==> config.mk <==
export PLATFORM = sky130hd
export DESIGN_NAME = multicycle_control_unit
export DESIGN_NICKNAME = d
export VERILOG_FILES = /design/src/rtl/multicycle_control_unit.sv
export SDC_FILE = /design/constraint.sdc
export NUM_CORES = 1
export LEC_CHECK = 0
export ABC_AREA = 1
export BUFFER_PORTS_ARGS = -buffer_cell sky130_fd_sc_hd__buf_4
export CAP_MARGIN = 40
export CORE_ASPECT_RATIO = 1.2
export CORE_MARGIN = 2
export CORE_UTILIZATION = 50
export CTS_CLUSTER_DIAMETER = 150
export CTS_CLUSTER_SIZE = 24
export DETAILED_ROUTE_END_ITERATION = 16
export PLACE_DENSITY = 0.85
export SLEW_MARGIN = 20
export SYNTH_ARGS = -nofsm -noshare
export SYNTH_HDL_FRONTEND = slang
export SYNTH_SLANG_ARGS = --single-unit
==> constraint.sdc <==
create_clock -name clock -period 2 [get_ports clock]
set_input_delay 0.5 -clock clock [delete_from_list [all_inputs] [get_ports clock]]
set_output_delay 0.5 -clock clock [all_outputs]
set_load 0.005 [all_outputs]
==> src/rtl/multicycle_control_unit.sv <==
// Multi-cycle fetch/decode sequencer for the tiny RV32I core: fetches over a
// req/valid handshake, decodes OP/OP-IMM/LUI/BEQ/BNE and steers the ALU.
module multicycle_control_unit #(
  parameter logic [31:0] RESET_PC = 32'h0000_0000
) (
  input  logic        clock,
  input  logic        reset,
  output logic        instr_req,
  output logic [31:0] instr_addr,
  input  logic        instr_valid,
  input  logic [31:0] instr_data,
  output logic [4:0]  rs1_addr,
  output logic [4:0]  rs2_addr,
  output logic [4:0]  rd_addr,
  output logic        reg_we,
  output logic        selopr2,
  output logic [3:0]  aluoper,
  output logic [31:0] imm_out,
  input  logic [31:0] alu_result,
  input  logic        alu_zero,
  output logic [31:0] pc,
  output logic        retire,
  output logic [31:0] instret,
  output logic        halted
);

  typedef enum logic [2:0] {FETCH, DECODE, EXEC, SETTLE, WB, HALT} state_t;

  localparam logic [6:0] OPC_OP     = 7'b0110011;
  localparam logic [6:0] OPC_OPIMM  = 7'b0010011;
  localparam logic [6:0] OPC_LUI    = 7'b0110111;
  localparam logic [6:0] OPC_BRANCH = 7'b1100011;
  localparam logic [6:0] F7_ZERO    = 7'b0000000;
  localparam logic [6:0] F7_ALT     = 7'b0100000;

  localparam logic [3:0] ALU_ADD  = 4'b0000;
  localparam logic [3:0] ALU_SUB  = 4'b0001;
  localparam logic [3:0] ALU_XOR  = 4'b0010;
  localparam logic [3:0] ALU_OR   = 4'b0011;
  localparam logic [3:0] ALU_AND  = 4'b0100;
  localparam logic [3:0] ALU_SLL  = 4'b0101;
  localparam logic [3:0] ALU_SRL  = 4'b0110;
  localparam logic [3:0] ALU_SRA  = 4'b0111;
  localparam logic [3:0] ALU_SLT  = 4'b1000;
  localparam logic [3:0] ALU_SLTU = 4'b1001;

  state_t state, state_nxt;

  logic       is_branch, is_bne, illegal;
  logic [6:0] opcode, funct7;
  logic [2:0] funct3;
  logic [3:0] base_op;

  logic [4:0]  dec_rs1, dec_rs2, dec_rd;
  logic        dec_selopr2, dec_branch, dec_bne, dec_illegal;
  logic [3:0]  dec_aluoper;
  logic [31:0] dec_imm;

  logic        accept, taken, misaligned;
  logic [31:0] target;

  // Writeback data travels from the ALU straight to the register file.
  logic unused_alu_result;
  assign unused_alu_result = ^alu_result;

  assign opcode = instr_data[6:0];
  assign funct3 = instr_data[14:12];
  assign funct7 = instr_data[31:25];

  // Decode the word on the fetch bus; the result is captured only on accept.
  always_comb begin
    // NOTE: every output of a combinational block gets a default first, so no path can infer a latch.
    dec_rs1     = instr_data[19:15];
    dec_rs2     = instr_data[24:20];
    dec_rd      = instr_data[11:7];
    dec_selopr2 = 1'b0;
    dec_aluoper = ALU_ADD;
    dec_imm     = '0;
    dec_branch  = 1'b0;
    dec_bne     = 1'b0;
    dec_illegal = 1'b1;

    case (funct3)
      3'b000:  base_op = ALU_ADD;
      3'b001:  base_op = ALU_SLL;
      3'b010:  base_op = ALU_SLT;
      3'b011:  base_op = ALU_SLTU;
      3'b100:  base_op = ALU_XOR;
      3'b101:  base_op = ALU_SRL;
      3'b110:  base_op = ALU_OR;
      default: base_op = ALU_AND;
    endcase

    case (opcode)
      OPC_OP: begin
        dec_aluoper = base_op;
        if (funct7 == F7_ZERO) begin
          dec_illegal = 1'b0;
        end else if (funct7 == F7_ALT && (funct3 == 3'b000 || funct3 == 3'b101)) begin
          dec_illegal = 1'b0;
          dec_aluoper = (funct3 == 3'b000) ? ALU_SUB : ALU_SRA;
        end
      end
      OPC_OPIMM: begin
        dec_selopr2 = 1'b1;
        dec_aluoper = base_op;
        dec_rs2     = '0;
        if (funct3 == 3'b001 || funct3 == 3'b101) begin
          dec_imm = {27'b0, instr_data[24:20]};
          if (funct7 == F7_ZERO) begin
            dec_illegal = 1'b0;
          end else if (funct7 == F7_ALT && funct3 == 3'b101) begin
            dec_illegal = 1'b0;
            dec_aluoper = ALU_SRA;
          end
        end else begin
          dec_imm     = {{20{instr_data[31]}}, instr_data[31:20]};
          dec_illegal = 1'b0;
        end
      end
      OPC_LUI: begin
        dec_rs1     = '0;
        dec_rs2     = '0;
        dec_selopr2 = 1'b1;
        dec_imm     = {instr_data[31:12], 12'b0};
        dec_illegal = 1'b0;
      end
      OPC_BRANCH: begin
        dec_rd      = '0;
        dec_aluoper = ALU_SUB;
        dec_branch  = 1'b1;
        dec_bne     = funct3[0];
        dec_imm     = {{19{instr_data[31]}}, instr_data[31], instr_data[7],
                       instr_data[30:25], instr_data[11:8], 1'b0};
        dec_illegal = (funct3[2:1] != 2'b00);
      end
      default: ;
    endcase
  end

  assign accept     = (state == FETCH) && instr_req && instr_valid;
  assign taken      = is_bne ? !alu_zero : alu_zero;
  assign target     = pc + imm_out;
  assign misaligned = is_branch && taken && target[1];

  always_comb begin
    state_nxt = state;
    case (state)
      FETCH:   if (accept) state_nxt = DECODE;
      DECODE:  state_nxt = illegal ? HALT : EXEC;
      EXEC:    state_nxt = SETTLE;
      SETTLE:  state_nxt = WB;
      WB:      state_nxt = misaligned ? HALT : FETCH;
      HALT:    state_nxt = HALT;
      default: state_nxt = FETCH;
    endcase
  end

  assign instr_addr = pc;
  assign reg_we     = (state == WB) && !is_branch && (rd_addr != 5'd0);
  assign retire     = (state == WB) && !misaligned;
  assign halted     = (state == HALT);

  always_ff @(posedge clock) begin
    // NOTE: sequential state uses non-blocking assignment so every register samples pre-edge values.
    if (reset) begin
      state     <= FETCH;
      instr_req <= 1'b0;
      pc        <= RESET_PC;
      instret   <= '0;
      rs1_addr  <= '0;
      rs2_addr  <= '0;
      rd_addr   <= '0;
      selopr2   <= 1'b0;
      aluoper   <= ALU_ADD;
      imm_out   <= '0;
      is_branch <= 1'b0;
      is_bne    <= 1'b0;
      illegal   <= 1'b0;
    end else begin
      state     <= state_nxt;
      // Registered so the request is low for the first cycle out of reset.
      instr_req <= (state_nxt == FETCH);
      if (accept) begin
        rs1_addr  <= dec_rs1;
        rs2_addr  <= dec_rs2;
        rd_addr   <= dec_rd;
        selopr2   <= dec_selopr2;
        aluoper   <= dec_aluoper;
        imm_out   <= dec_imm;
        is_branch <= dec_branch;
        is_bne    <= dec_bne;
        illegal   <= dec_illegal;
      end
      if (retire) begin
        pc      <= (is_branch && taken) ? target : pc + 32'd4;
        instret <= instret + 32'd1;
      end
    end
  end

endmodule

# Word level (Yosys, flattened, before mapping)
# Cells that the tools add are included.
[word_totals] register_bits=123 inputBits=68 out_inout_bits=152 elab_cells=81
[op_classes] addsub=3 n_eq_ne=16 n_mux=28 reduce_logical=21
[op_table] op="one-hot mux 32 bit (3 select lines)" n=1
[op_table] op="two-way mux 32 bit" n=2
[op_table] op="adder 32 x 1 -> 32 bit (second input constant)" n=1
[op_table] op="adder 32 x 3 -> 32 bit (second input constant)" n=1
[op_table] op="adder 32 bit" n=1
[op_table] op="one-hot mux 4 bit (7 select lines)" n=1
[op_table] op="equality test 7 x 6 -> 1 bit (second input constant)" n=3
[op_table] op="two-way mux 4 bit" n=5
[op_table] op="one-hot mux 3 bit (6 select lines)" n=1
[op_table] op="equality test 3 bit (second input constant)" n=5
[op_table] op="two-way mux 5 bit" n=3
[op_table] op="equality test 3 x 2 -> 1 bit (second input constant)" n=4
[op_table] op="two-way mux 3 bit" n=4
[op_table] op="one-hot mux 4 bit (3 select lines)" n=1
[op_table] op="logical AND 1 bit" n=9
[op_table] op="zero test 3 bit" n=3
[op_table] op="two-way mux 1 bit" n=9
[op_table] op="equality test 7 x 5 -> 1 bit (second input constant)" n=1
[op_table] op="equality test 7 bit (second input constant)" n=1
[op_table] op="zero test 7 bit" n=1
[op_table] op="equality test 3 x 1 -> 1 bit (second input constant)" n=2
[op_table] op="nonzero test 5 bit" n=1
[op_table] op="one-hot mux 1 bit (4 select lines)" n=1
[op_table] op="zero test 1 bit" n=3
[op_table] op="3 further kinds" n=4

# Logic depth before layout (Yosys ltp)
[logic_depth] word_depth=7 depth_mapped=14 depth_no_buf=14

# Worst setup path before layout
# No wires, ideal clock.
[synth_path] path_type="flip-flop to output port" from="register pc[0] (netlist: instr_addr[0])" to="output port retire" arrival_ps=1554 required_time_ps=1500 setup_slack_ps=-54 stages_incl_launch_ff=9 n_path_buf=1 cell_sequence="dfxtp_1 -> ha_1 -> inv_1 -> fa_1 -> inv_1 -> nand2_2 -> nand2_4 -> inv_4 -> buf_2"
[synth_between] elab_chain_len=4
[synth_rtl] item="from (decl)" line="21" source="output logic [31:0] pc,"
[synth_rtl] item="from (signal assigned)" line="196" source="pc <= (is_branch && taken) ? target : pc + 32'd4;"
[synth_rtl] item="adder 32 bit" line="143" source="assign target = pc + imm_out;"
[synth_rtl] item="logical AND 1 bit" line="144" source="assign misaligned = is_branch && taken && target[1];"
[synth_rtl] item="zero test 1 bit" line="161" source="assign retire = (state == WB) && !misaligned;"
[synth_rtl] item="logical AND 1 bit" line="161"
[synth_rtl] item="to (decl)" line="22" source="output logic retire,"
# Every way passes these cells.

# Final worst setup path
# Ends and elaborated chain as after synthesis.

==> flow_metrics.py <==
metrics = {
    "floorplan": {
        "io_pins": 220,
        "die_h_um": 151,
        "start_util_pct": 51.4,
        "core.rowCount": 53,
        "die-width_um": 127,
        "die-area_um2": 19200,
        "core_um2": 17600,
    },
    "job": {
        "max_cap_viol_count": 0,
    },
    "worst_setup_path": {
        "cp-end-kind": "primary output",
        "crit_chain": "ha_4 > inv_2 > fa_1 > inv_2 > nand2_2 > nand2_4 > inv_8 > buf_6",
        "cpMostUsedCell": "inv_2",
        "cp_max_fo": 2,
        "worst_path_max_delay_cell": "fa_1",
        "critPathMaxStageDelay_ns": 0.47,
        "required_ns": 1.50,
        "start_kind": "flop",
        "worstSetupPathType": "flop to primary output",
        "arrival_ns": 1.86,
    },
    "drt": {
        "wl_per_cell_um": 17.4,
        "highest_layer": "met4",
        "dr.pass1.iters": 6,
        "ant_nets": 0,
        "wl_mm": 34.0,
        "drcViolationCount": 0,
        "met3_length_mm": 3.06,
        "met1_length_mm": 13.5,
        "via_count": 11100,
        "wl_met2_mm": 16.0,
        "vias_per_cell": 5.65,
        "first_iter_violations": 1099,
    },
    "grt": {
        "grt_max_degree": 55,
        "grt-ovfl-total": 0,
        "grt_use_total_pct": 32.3,
        "grt_pass1_vias": 9850,
        "antenna_found_initial": 0,
        "grt_pass1_wl_mm": 49.2,
    },
    "clocking": {
        "clk_pin_slew_worst_paths_ns": 0.06,
        "clk_latency_ns": 0.44,
        "tritoncts": "done",
        "cts-hold-fix-buffers": 0,
        "cts_sinks": 123,
        "cts_root_buf": "clkbuf_16",
        "clock_path_buffers": 2,
        "cts_max_level": 4,
        "cts-buffers-inserted": 17,
    },
    "cells_and_area": {
        "nets": 1824,
        "n_antenna_cell": 0,
        "final_common_cell": "nand2_1",
        "syn2layout_area_growth_pct": 39.4,
        "fin_util_pct": 71.6,
        "drive_above_1_share_pct": 28.4,
        "final_cell_mix": "nand2_1, buf_4, inv_1, a21oi_1, dfxtp_1",
    },
    "logic_synthesis": {
        "netlist_area_um2": 9060,
        "avgSynthCellArea_um2": 6.18,
        "yosys_warnings": 0,
        "ys.flop_type": "dfxtp_1",
        "synthArstFlopShare_pct": 0,
        "synth_largest_area_cell": "dfxtp_1",
        "syn-num-nets": 1568,
        "synth_edf_count": 0,
        "seq_area_frac_synth_pct": 27.2,
        "ys_ff_latch": 123,
        "yosysUniqueCellTypes": 56,
        "synth_top_area_share_pct": 27.2,
        "postSynthCellCount": 1466,
        "yosys-top-cells-area": "dfxtp_1, nand2_1, a21oi_1",
    },
    "run_status": {
        "violations": "negative setup slack",
        "outcome": "finished, violations left",
    },
    "sta": {
        "finalSetupViolCount": 61,
        "finalCriticalPeriod_ns": 2.36,
        "hold_viol_final": 0,
        "tns_ns": -10.76,
        "fmax_mhz": 424,
        "skew_ns": 0.0144,
        "fin_crit_sh_pct": 118,
        "rsz0062_at_grt": "true",
        "worst_slack_ns": -0.359,
        "slew_violations": 0,
        "max-slew-margin-rel_pct": 64.5,
        "tightest_slew_ns": 0.531,
    },
    "pwr": {
        "pwr-share-comb_pct": 17.2,
        "seq_power_share_pct": 37.9,
        "ir_drop_uv": 542,
        "p_clk_share_pct": 44.9,
        "leakage_nw": 5.96,
        "internal-power_mw": 5.04,
        "powerDensity_nw_per_um2": 558,
        "swShare_pct": 28.5,
        "power_switching_mw": 2.01,
    },
    "place": {
        "gp_congestion": 0.977,
        "port-buffer-count": 187,
        "dp_hpwl_mm": 24.0,
    },
    "worst_hold_path": {
        "holdCritPathClass": "input port to flop",
    },
}
-- metrics by stage --
stage	worst slack [ns]	cell area [µm²]	total power [mW]	std cells	hold WS (ns)
after floorplan	0.00933	9070	3.28	1466	0.457
after global placement	-0.0333	11100	3.74	1899	0.458
after detailed placement	-0.141	11100	3.77	1899	0.460
after CTS	-0.356	11900	6.92	1938	0.334
after global routing	-0.404	12600	7.29	1955	0.346
final	-0.359	12600	7.05	1955	0.337
-- layer usage --
metal / track usage, % / vias up
li1: - / 5279
met1: 41.2 / 5069
met2: 54.3 / 578
met3: 5.51 / 125
met4: 13.5 / 0
met5: 0 / -
-- cells in the mapped netlist, types with 3 or more instances --
library cell and n:
nand3b_1 9, o311ai_0 3, inv_2 5, nor3_1 39, nand2_2 12, buf_1 3
o21ai_0 72, o21ai_1 12, clkbuf_1 21, ha_1 33, nand2_1 436, a2111oi_1 3
o22ai_1 4, inv_1 169, a211oi_1 7, nor2_1 117, buf_2 12, nand4_1 20
nor3_2 4, xnor2_1 5, or2_2 8, a31oi_1 7, o211ai_1 4, nand2_4 3
nor2_2 7, nor2_4 4, o21bai_1 6, dfxtp_1 123, nand3_1 86, xor2_1 23
a21oi_1 146, buf_4 33
-- cell type report --
cell class                      instances  area, µm²
Tap cell                              220        275
Fill cell                            1400       5010
Timing Repair Buffer                  309       2600
Clock inverter                         12        138
Inverter                              178        679
Sequential cell                       123       2470
Clock buffer                           20        467
Multi-Input combinational cell       1093       6000
-- path summary, 6_finish.rpt --
check,startpoint,end,slack [ns],depth (start not counted)
min reg2reg,selopr2,selopr2,0.47,2
max reg2reg,instr_addr[0],instret[8],-0.34,16
min,instr_data[16],rs1_addr[1],0.34,3
max,instr_addr[0],retire,-0.36,8
-- registers in the layout (all words and copies together) (netlist names) --
name,flops
instret,32
rs1_addr,5
aluoper,4
is_branch,1
rs2_addr,5
state,3
imm_out,32
selopr2,1
rd_addr,5
instr_req,1
instr_addr,32
illegal,1
is_bne,1
-- repair_timing --
| item | in CTS | in global routing |
|---|---|---|
| pin swaps | 6 | 38 |
| hold endpoints to repair | 0 | 0 |
| gates cloned | 2 | 6 |
| endpoints found under the setup margin | 25 | 69 |
| resized for setup | 31 | 155 |
| setup buffers | 5 | 12 |
-- kinds of logic (layout without fill, tap and decap cells) --
| kind of cell | count (synthesis) | after routing | synth area share [%] |
|---|---|---|---|
| AND/OR/NAND/NOR | 756 | 757 | 36.5 |
| AO/OA/AOI/OAI | 274 | 274 | 16.5 |
| buffers and inverters | 251 | 519 | 12.3 |
| flip-flops | 123 | 123 | 27.2 |
| adder cells (fa/ha/maj) | 34 | 34 | 4.78 |
| XOR/XNOR | 28 | 28 | 2.71 |
-- power by group through the flow --
| stage | combinational, mW | sequential, mW | clock [mW] |
|---|---|---|---|
| after floorplan | 0.550 | 2.73 | 0 |
| after global placement | 1.02 | 2.72 | 0 |
| after detailed placement | 1.05 | 2.72 | 0 |
| after CTS | 1.08 | 2.67 | 3.17 |
| after global routing | 1.31 | 2.69 | 3.29 |
| final | 1.21 | 2.67 | 3.16 |
-- worst max-delay path, delay by kind of cell, from the launching register on --
kind,cells,cell delay [ns]
adder cells (fa/ha/maj),2,0.62
flip-flops,1,0.36
buffers and inverters,4,0.28
AND/OR/NAND/NOR,2,0.17
(Power assumes the default switching activity.)
